`config.mk`:
```
export PLATFORM = sky130hd
export DESIGN_NAME = lcd_avalon_slave
export DESIGN_NICKNAME = d
export VERILOG_FILES = /design/src/rtl/lcd_avalon_slave.sv
export SDC_FILE = /design/constraint.sdc
export NUM_CORES = 1
export LEC_CHECK = 0
export BUFFER_PORTS_ARGS = -buffer_cell sky130_fd_sc_hd__buf_2
export CAP_MARGIN = 20
export CORE_MARGIN = 3
export CORE_UTILIZATION = 55
export DETAILED_ROUTE_END_ITERATION = 6
export GPL_TIMING_DRIVEN = 0
export HOLD_SLACK_MARGIN = 0.03
export PLACE_DENSITY_LB_ADDON = 0.08
export SLEW_MARGIN = 0
export SYNTH_ARGS = -nofsm -noshare
export SYNTH_HDL_FRONTEND = slang
export SYNTH_SLANG_ARGS = --single-unit
export TNS_END_PERCENT = 30
```
`constraint.sdc`:
```
create_clock -name clk -period 3 [get_ports clk]
set_input_delay 0.3 -clock clk [delete_from_list [all_inputs] [get_ports clk]]
set_output_delay 0.3 -clock clk [all_outputs]
set_load 0.03 [all_outputs]
```
`src/rtl/lcd_avalon_slave.sv`:
```
//==============================================================================
// Module   : lcd_avalon_slave
// Brief    : Avalon-MM slave generating timed HD44780 write cycles with
//            status and last-data readback.
// Revision : 1.0 - initial release
//==============================================================================
`default_nettype none

module lcd_avalon_slave #(
  parameter int POWERUP_CYCLES = 750000,
  parameter int SETUP_CYCLES   = 2,
  parameter int PULSE_CYCLES   = 12,
  parameter int HOLD_CYCLES    = 2,
  parameter int CMD_CYCLES     = 2000,
  parameter int CLEAR_CYCLES   = 82000
) (
  input  logic       clk,
  input  logic       reset,
  input  logic       address,
  input  logic       chipselect,
  input  logic       byteenable,
  input  logic       read,
  input  logic       write,
  input  logic [7:0] writedata,
  output logic       waitrequest,
  output logic [7:0] readdata,
  output logic [1:0] response,
  output logic [7:0] lcd_data,
  output logic       lcd_rs,
  output logic       lcd_rw,
  output logic       lcd_en,
  output logic       lcd_on,
  output logic       lcd_blon
);

  // Counters are loaded with N-1 so a state lasts exactly N cycles.
  localparam logic [31:0] c_PWR_LOAD   = 32'(POWERUP_CYCLES - 1);
  localparam logic [31:0] c_SETUP_LOAD = 32'(SETUP_CYCLES - 1);
  localparam logic [31:0] c_PULSE_LOAD = 32'(PULSE_CYCLES - 1);
  localparam logic [31:0] c_HOLD_LOAD  = 32'(HOLD_CYCLES - 1);
  localparam logic [31:0] c_CMD_LOAD   = 32'(CMD_CYCLES - 1);
  localparam logic [31:0] c_CLEAR_LOAD = 32'(CLEAR_CYCLES - 1);

  typedef enum logic [2:0] {
    S_POWERUP = 3'd0,
    S_IDLE    = 3'd1,
    S_SETUP   = 3'd2,
    S_PULSE   = 3'd3,
    S_HOLD    = 3'd4,
    S_EXEC    = 3'd5,
    S_DONE    = 3'd6
  } state_t;

  state_t      r_state;
  logic [31:0] r_cnt;
  logic        r_rs;
  logic [7:0]  r_data;
  logic [6:0]  r_ddram_addr;
  logic [7:0]  r_last_data;
  logic        r_power;

  logic w_req_wr;
  logic w_req_rd;
  logic w_req_err;
  logic w_cnt_zero;
  logic w_clear_home;

  assign w_req_wr   = chipselect && write && !read && byteenable;
  assign w_req_rd   = chipselect && read && !write;
  assign w_req_err  = chipselect && write && (read || !byteenable);
  assign w_cnt_zero = (r_cnt == 32'd0);
  // Clear (0x01) and Home (0x02/0x03) are the slow commands.
  assign w_clear_home = !r_rs && (r_data[7:2] == 6'd0) && (r_data[1:0] != 2'd0);

  assign waitrequest = (r_state != S_DONE);
  assign lcd_rw      = 1'b0;
  assign lcd_on      = r_power;
  assign lcd_blon    = r_power;

  always_ff @(posedge clk or posedge reset) begin
    if (reset) begin
      r_state      <= S_POWERUP;
      r_cnt        <= c_PWR_LOAD;
      r_rs         <= 1'b0;
      r_data       <= 8'd0;
      r_ddram_addr <= 7'd0;
      r_last_data  <= 8'd0;
      r_power      <= 1'b0;
      readdata     <= 8'd0;
      response     <= 2'b00;
      lcd_data     <= 8'd0;
      lcd_rs       <= 1'b0;
      lcd_en       <= 1'b0;
    end else begin
      r_power <= 1'b1;
      case (r_state)
        S_POWERUP: begin
          if (w_cnt_zero) r_state <= S_IDLE;
          else            r_cnt   <= r_cnt - 32'd1;
        end
        S_IDLE: begin
          if (w_req_wr) begin
            r_rs     <= address;
            r_data   <= writedata;
            lcd_rs   <= address;
            lcd_data <= writedata;
            response <= 2'b00;
            r_cnt    <= c_SETUP_LOAD;
            r_state  <= S_SETUP;
          end else if (w_req_rd) begin
            readdata <= address ? r_last_data : {1'b0, r_ddram_addr};
            response <= 2'b00;
            r_state  <= S_DONE;
          end else if (w_req_err) begin
            response <= 2'b10;
            r_state  <= S_DONE;
          end
        end
        S_SETUP: begin
          if (w_cnt_zero) begin
            lcd_en  <= 1'b1;
            r_cnt   <= c_PULSE_LOAD;
            r_state <= S_PULSE;
          end else r_cnt <= r_cnt - 32'd1;
        end
        S_PULSE: begin
          if (w_cnt_zero) begin
            lcd_en  <= 1'b0;
            r_cnt   <= c_HOLD_LOAD;
            r_state <= S_HOLD;
          end else r_cnt <= r_cnt - 32'd1;
        end
        S_HOLD: begin
          if (w_cnt_zero) begin
            r_cnt   <= w_clear_home ? c_CLEAR_LOAD : c_CMD_LOAD;
            r_state <= S_EXEC;
            if (r_rs) begin
              r_ddram_addr <= r_ddram_addr + 7'd1;
              r_last_data  <= r_data;
            end else if (r_data[7]) begin
              r_ddram_addr <= r_data[6:0];
            end else if (w_clear_home) begin
              r_ddram_addr <= 7'd0;
            end
          end else r_cnt <= r_cnt - 32'd1;
        end
        S_EXEC: begin
          if (w_cnt_zero) r_state <= S_DONE;
          else            r_cnt   <= r_cnt - 32'd1;
        end
        S_DONE:  r_state <= S_IDLE;
        default: r_state <= S_IDLE;
      endcase
    end
  end

endmodule

`default_nettype wire
```
After elaboration in Yosys (flattened, before gate mapping)

Cells that the tools add are included.

Register bits: 71
Input port bits: 15
Output and inout port bits: 24
Logic and storage cells: 83

Add/sub/neg operators: 2
Equal/unequal tests: 14
Muxes and demuxes: 26
Bitwise gates (word level): 1
Reductions and logical operators: 30

Operators by type and width:

| kind                                                | number |
|---|---|
| two-way mux 32 bit                                  | 5 |
| case mux 32 bit (5 select lines)                    | 1 |
| logical NOT 32 bit                                  | 1 |
| subtractor 32 x 1 -> 32 bit (second input constant) | 1 |
| two-way mux 3 bit                                   | 8 |
| two-way mux 7 bit                                   | 3 |
| case mux 3 bit (6 select lines)                     | 1 |
| two-way mux 17 bit                                  | 1 |
| AND reduction 3 bit                                 | 5 |
| inequality test 2 bit (second input constant)       | 7 |
| logical AND 1 bit                                   | 8 |
| two-way mux 8 bit                                   | 1 |
| adder 7 x 1 -> 7 bit (second input constant)        | 1 |
| == test 3 x 2 -> 1 bit (second input constant)      | 2 |
| == test 3 bit (second input constant)               | 2 |
| logical NOT 6 bit                                   | 1 |
| two-way mux 2 bit                                   | 3 |
| AND reduction 6 bit                                 | 1 |
| nonzero test 3 bit                                  | 2 |
| nonzero test 5 bit                                  | 1 |
| logical NOT 1 bit                                   | 4 |
| inequality test 4 bit (second input constant)       | 1 |
| AND reduction 2 bit                                 | 2 |
| nonzero test 2 bit                                  | 2 |
| 8 further kinds                                     | 9 |

Logic depth before layout (Yosys ltp)

Depth in word-level cells: 7
Depth in mapped cells: 10

Least setup slack after synthesis

No wires, ideal clock.

Path kind: reg-to-reg
Start point: register r_cnt[0]
End point: register r_ddram_addr[5]
Data arrival time: 2.485 ns
Required time: 2.882 ns
Path slack: 0.397 ns
Cell stages (with the launch flop): 10
Path buffers: 1
Clock period less this slack: 2.603 ns
Path through: dfstp_2 inv_1 ha_1 or4b_1 nor4_4 nand4_4 or2_1 buf_6 a22o_1 a21o_1

Cells in the longest elaborated chain, start to end: 2

RTL lines:

| what                          | RTL line | text |
|---|---|---|
| start, declared               | 55       | `logic [31:0] r_cnt;` |
| start signal, assigned        | 83       | `r_cnt <= c_PWR_LOAD;` |
| start signal, assigned        | 99       | `else r_cnt <= r_cnt - 32'd1;` |
| start signal, assigned        | 108      | `r_cnt <= c_SETUP_LOAD;` |
| logical NOT 32 bit            | 71       | `assign w_cnt_zero = (r_cnt == 32'd0);` |
| AND reduction 3 bit (no line) | n/a      |  |
| end signal, assigned          | 138      | `r_ddram_addr <= r_ddram_addr + 7'd1;` |
| end signal, assigned          | 141      | `r_ddram_addr <= r_data[6:0];` |
| end, declared                 | 58       | `logic [6:0] r_ddram_addr;` |

Every way passes these cells.
A chain may end at the register's enable or synchronous reset.

Worst setup path after layout

Start point: register r_cnt[8]
End point: register r_cnt[18]

Cells in the longest elaborated chain, start to end: 3

RTL lines:

| what                                                                           | RTL line |
|---|---|
| subtractor 32 x 1 -> 32 bit / logical NOT 32 bit (equally long branches)       | n/a |
| two-way mux 32 bit (tied with other cells)                                     | 98, 148 |
| case mux 32 bit (5 select lines) / AND reduction 3 bit (equally long branches) | n/a |

Parallel ways exist; a longest one is shown, timed or not. The select of a mux whose other input is x is not followed.

==> results.txt <==
The biggest area consumer among synthesized cells is sky130_fd_sc_hd__dfrtp_1. Ranked by total cell area, the synthesized netlist is headed by sky130_fd_sc_hd__dfrtp_1 36%, sky130_fd_sc_hd__dfstp_2 8.7%, sky130_fd_sc_hd__mux2_2 4.6%, sky130_fd_sc_hd__xor2_1 4.0%, sky130_fd_sc_hd__o21ai_0 3.3%. The count of mapped cells out of synthesis is 404.

Summed over all layers, the global routing overflow is 0. In this run the worst hold path is classified as input pin to asynchronous set/reset pin. The final total negative setup slack came out at 0 ns. Buffers placed on the I/O ports in this run total 35. In this run, the number of DRC markers left after iteration 0 of detailed routing was 211.

The sequential share of power is 51.3%. The most critical setup path has its startpoint at r_cnt[8]. The register bit total from synthesis is 70.

The number of maximum-capacitance violations came out at 0. The clock input transition at the sequential cells of the worst setup and hold paths is 0.08 ns. The delay contributed by the slowest stage of the critical path came out at 0.47 ns. The share of layout cells above drive strength 1 is 23.53%. The analysis attributes to cell leakage a power of 2.110 nW.

During synthesis, Yosys emitted a total of 0 warnings. The routed layout has 3273 vias. The count of nets left with antenna violations after detail routing is 0. The remaining max-slew budget at the tightest pin is 41.06%.

The die is 90.44 µm tall. After detailed routing, the number of vias per cell comes to 5.897. The internal power of the cells totals 1.434 mW.

Global routing used 4.583% of the available met3 tracks. In this run the register-to-register setup slack is 0.14 ns. The worst path in the final design needs a cycle of 2.862 ns, including I/O delays and setup.

CTS placed an instance of sky130_fd_sc_hd__clkbuf_8 at the clock tree root. The fraction of met1 tracks used by global routing is 34.64%. Grouping stages by cell kind, the critical path spends the most delay in simple AND/OR/NAND/NOR gates. The clock skew is 0.008489 ns.

The analysis attributes to net switching a power of 0.4173 mW. The core occupancy in the finished layout is 65.12%. The slowest stage of the critical path belongs to the cell sky130_fd_sc_hd__nor4_2. The maximum ir drop on the vdd rail came out at 0.4143 mV.

Data arrives at the worst endpoint at 3.10 ns. The signal on the critical path passes through clkbuf_1 > nor4_2 > and4b_1 > clkbuf_1 > and3_2 > buf_2 > a21oi_1 > nor2_1 > buf_2 > nor2_1. The pin count of the biggest net entering global routing came out at 71. The run finished with clean final reports.

The final cycle utilization of the critical path is 95.40%. The post-route non-filler standard cell count is 555. The count of TritonRoute iterations in the first routing pass came out at 5. The total CTS buffers is 9.

The via count of the first global-routing pass is 3101. The global placement routability congestion is 0.9025. The post-synthesis cell type count is 64. The final total power is 1.851 mW. The routed length per placed instance came out at 16.54 µm. The transition time at the pin with the least slew margin is 0.8808 ns. The die footprint came out at 8178 µm². The critical path in this run is classified as flip-flop to flip-flop. The placed instance count is 536.

The final layout net count is 475. The detailed-route wire length came out at 9181 µm. The floorplan has 30 rows.

The area of the core is 6869 µm². The number of buffers added to fix hold violations after cts is 0. CTS built an H-tree with a depth of 3. The count of boundary I/O pins came out at 39. The initial core utilization came out at 57.09%. The worst setup path is launched from a flip-flop. The largest fanout on the critical path is 10.

Summed over all nets, the half-perimeter wirelength after detailed placement is 6438 µm. The total global-route track usage came out at 23.47%. For the worst flop-to-flop path, the logic depth is 10. The count of clock tree sinks came out at 70.

The standard cell area after detailed placement is 4223 µm². The share of flip-flops with an asynchronous set or reset came out at 100.0%. The number of buffers between clock root and the deepest sink is 2. In this run the biggest area consumer among cell types represents 36.38% of the synthesized area.

The worst register-to-register path begins at r_cnt[8]. Setup violations remaining at the end of the flow were counted as 0. The met2 routing resource usage after global routing is 33.98%. The number of buffers and inverters on the critical path came out at 4. Setup repair after global routing left no endpoint under its margin. Yosys mapped a number of flops with a built-in enable equal to 0. The post-synthesis instance area is 3921 µm². Compared with the post-synthesis result, the final layout area differs by 14.07%.

The final number of max-transition violations came to 0. The final instance area is 4473 µm². The portion of total power attributed to combinational logic is 3.1%. The clock insertion delay at the later pin of the skew report came out at 0.35 ns. The proportion of total power due to net switching is 22.54%. The count of final hold-check violations is 0. The power per unit of standard cell area is 413.9 nW/µm².

TritonCTS built the clock tree. The layer carrying the most global-route usage is met1. The repair_antennas step left the layout with diodes totalling 0.

The number of design rule violations left after detail routing is 0. The wire length of the first global-routing pass is 15370 µm. The worst setup path is captured at a flip-flop. The endpoint required time on the critical path came out at 3.24 ns. Of the synthesized area, sequential elements account for 45.09%. The number of antenna violations at the first check in global routing came out at 0. The floorplan die width is 90.44 µm. The most used flip-flop cell after synthesis is sky130_fd_sc_hd__dfrtp_1. The synthesized area per cell is 9.706 µm². Per report_power, the clock group accounts for 45.6% of the total. The reg-to-reg critical path endpoint is r_cnt[18]. The fmax came out at 349.4 MHz.
## logic make-up after synthesis
logic type / share of synthesized area, %
AOI/OAI and AO/OA: 14.77
xor gates and xnor gates: 4.244
adders and majority gates: 1.914
buffers and inverters: 3.829
DFF: 45.09
muxes: 6.382
other: 0.1915
and+or+nand+nor: 23.58
## synthesized netlist by cell type, drive strengths merged, types with 2 or more instances
library cell and count:
nor2 30, nand2 32, buf 11, a21o 7, nor4b 5, a21bo 2, and2 2, inv 9
o21ai 27, nand3b 3, o2111ai 2, xor2 18, dfstp 13, dfrtp 57, or3b 2, mux2 16
and3 2, nand4b 4, nor3b 4, a211o 2, a22oi 4, mux2i 7, nand3 14, or3 3
a21oi 16, a22o 2, or4 4, nor4 10, a211oi 2, o21a 3, nor3 22, conb 2
o41ai 2, a31oi 4, clkbuf 13, or2 3, a2bb2oi 2, nor2b 5, o31ai 5, ha 6
nand2b 6, nand4 10
## sequential cells by signal, indices dropped and copies added, names as in the netlist
register,cells
lcd_blon,1
r_last_data,8
r_data,8
r_rs,1
r_state,3
r_cnt,32
readdata,8
lcd_en,1
response,1
r_ddram_addr,7
## metal layers
metal	part of all wire, %	up-vias
li1	-	1573
met3	5.3	13
met4	1.5	0
met5	0	-
met1	49	1596
met2	44	91
## power by group through the flow
| stage | combinational, mW | clock [mW] | sequential, mW |
|---|---|---|---|
| 2_1_floorplan | 0.0326 | 0 | 0.972 |
| 3_3_place_gp | 0.0588 | 0 | 0.968 |
| 3_5_place_dp | 0.0599 | 0 | 0.968 |
| 4_1_cts | 0.0601 | 0.863 | 0.950 |
| 5_1_grt | 0.0649 | 0.904 | 0.950 |
| 6_report | 0.0579 | 0.843 | 0.950 |
## repair_timing
item / 4_1_cts / 5_1_grt
buffers inserted: 0 / 3
setup endpoints to repair: 0 / 30
gates resized for setup: 0 / 1
hold endpoints to repair: 0 / 0
## layout make-up
| class | count | area [µm²] |
|---|---|---|
| clock inverters | 7 | 97.59 |
| fillers | 594 | 2396 |
| plain buffers | 24 | 116.4 |
| clock buffers | 9 | 123.9 |
| multi-input cells | 302 | 2013 |
| inverters | 9 | 36.28 |
| flip-flops and latches | 70 | 1768 |
| well taps | 96 | 120.1 |
| repair buffers | 38 | 197.7 |
## metrics by stage
stage / hold slack, ns / worst slack [ns]
2_1_floorplan: 0.4385 / 0.3970
3_3_place_gp: 0.4579 / 0.06680
3_5_place_dp: 0.4679 / 0.02059
4_1_cts: 0.1582 / 0.008259
5_1_grt: 0.1740 / 0.003965
6_report: 0.1163 / 0.1381
## worst max-delay path by stage
stage,endpoint,cells after the start
finish,r_cnt[18],10
global route,r_cnt[18],10
CTS,r_cnt[18],10
detailed placement,r_cnt[18],10
global placement,r_cnt[20],10
floorplan,r_ddram_addr[5],9
## cell usage in the layout, fill, tap and decap left out, types with 3 or more instances in the layout
master	Yosys	layout
sky130_fd_sc_hd__a31oi_1	4	4
sky130_fd_sc_hd__nor3_1	21	21
sky130_fd_sc_hd__nor4b_1	5	5
sky130_fd_sc_hd__buf_4	3	6
sky130_fd_sc_hd__clkbuf_1	13	13
sky130_fd_sc_hd__a21o_1	7	7
sky130_fd_sc_hd__or3_1	3	3
sky130_fd_sc_hd__o21ai_0	26	26
sky130_fd_sc_hd__xor2_1	18	18
sky130_fd_sc_hd__ha_1	6	6
sky130_fd_sc_hd__inv_1	9	8
sky130_fd_sc_hd__mux2i_1	7	7
sky130_fd_sc_hd__buf_2	6	41
sky130_fd_sc_hd__nand3_1	14	14
sky130_fd_sc_hd__nor4_1	9	8
sky130_fd_sc_hd__dfstp_2	13	13
sky130_fd_sc_hd__nor3b_1	4	4
sky130_fd_sc_hd__nand3b_1	3	3
sky130_fd_sc_hd__clkbuf_8	0	9
sky130_fd_sc_hd__a21oi_1	16	16
sky130_fd_sc_hd__or4_1	3	3
sky130_fd_sc_hd__conb_1	2	3
sky130_fd_sc_hd__o21a_1	3	3
sky130_fd_sc_hd__nand2b_1	6	6
sky130_fd_sc_hd__nor2_1	30	30
sky130_fd_sc_hd__o31ai_1	5	5
sky130_fd_sc_hd__mux2_2	16	16
sky130_fd_sc_hd__nand2_1	32	32
sky130_fd_sc_hd__nor2b_1	5	5
sky130_fd_sc_hd__nand4b_1	4	4
sky130_fd_sc_hd__dfrtp_1	57	57
sky130_fd_sc_hd__a22oi_1	4	4
sky130_fd_sc_hd__nand4_1	7	7
Power figures use the tool's default switching activity.
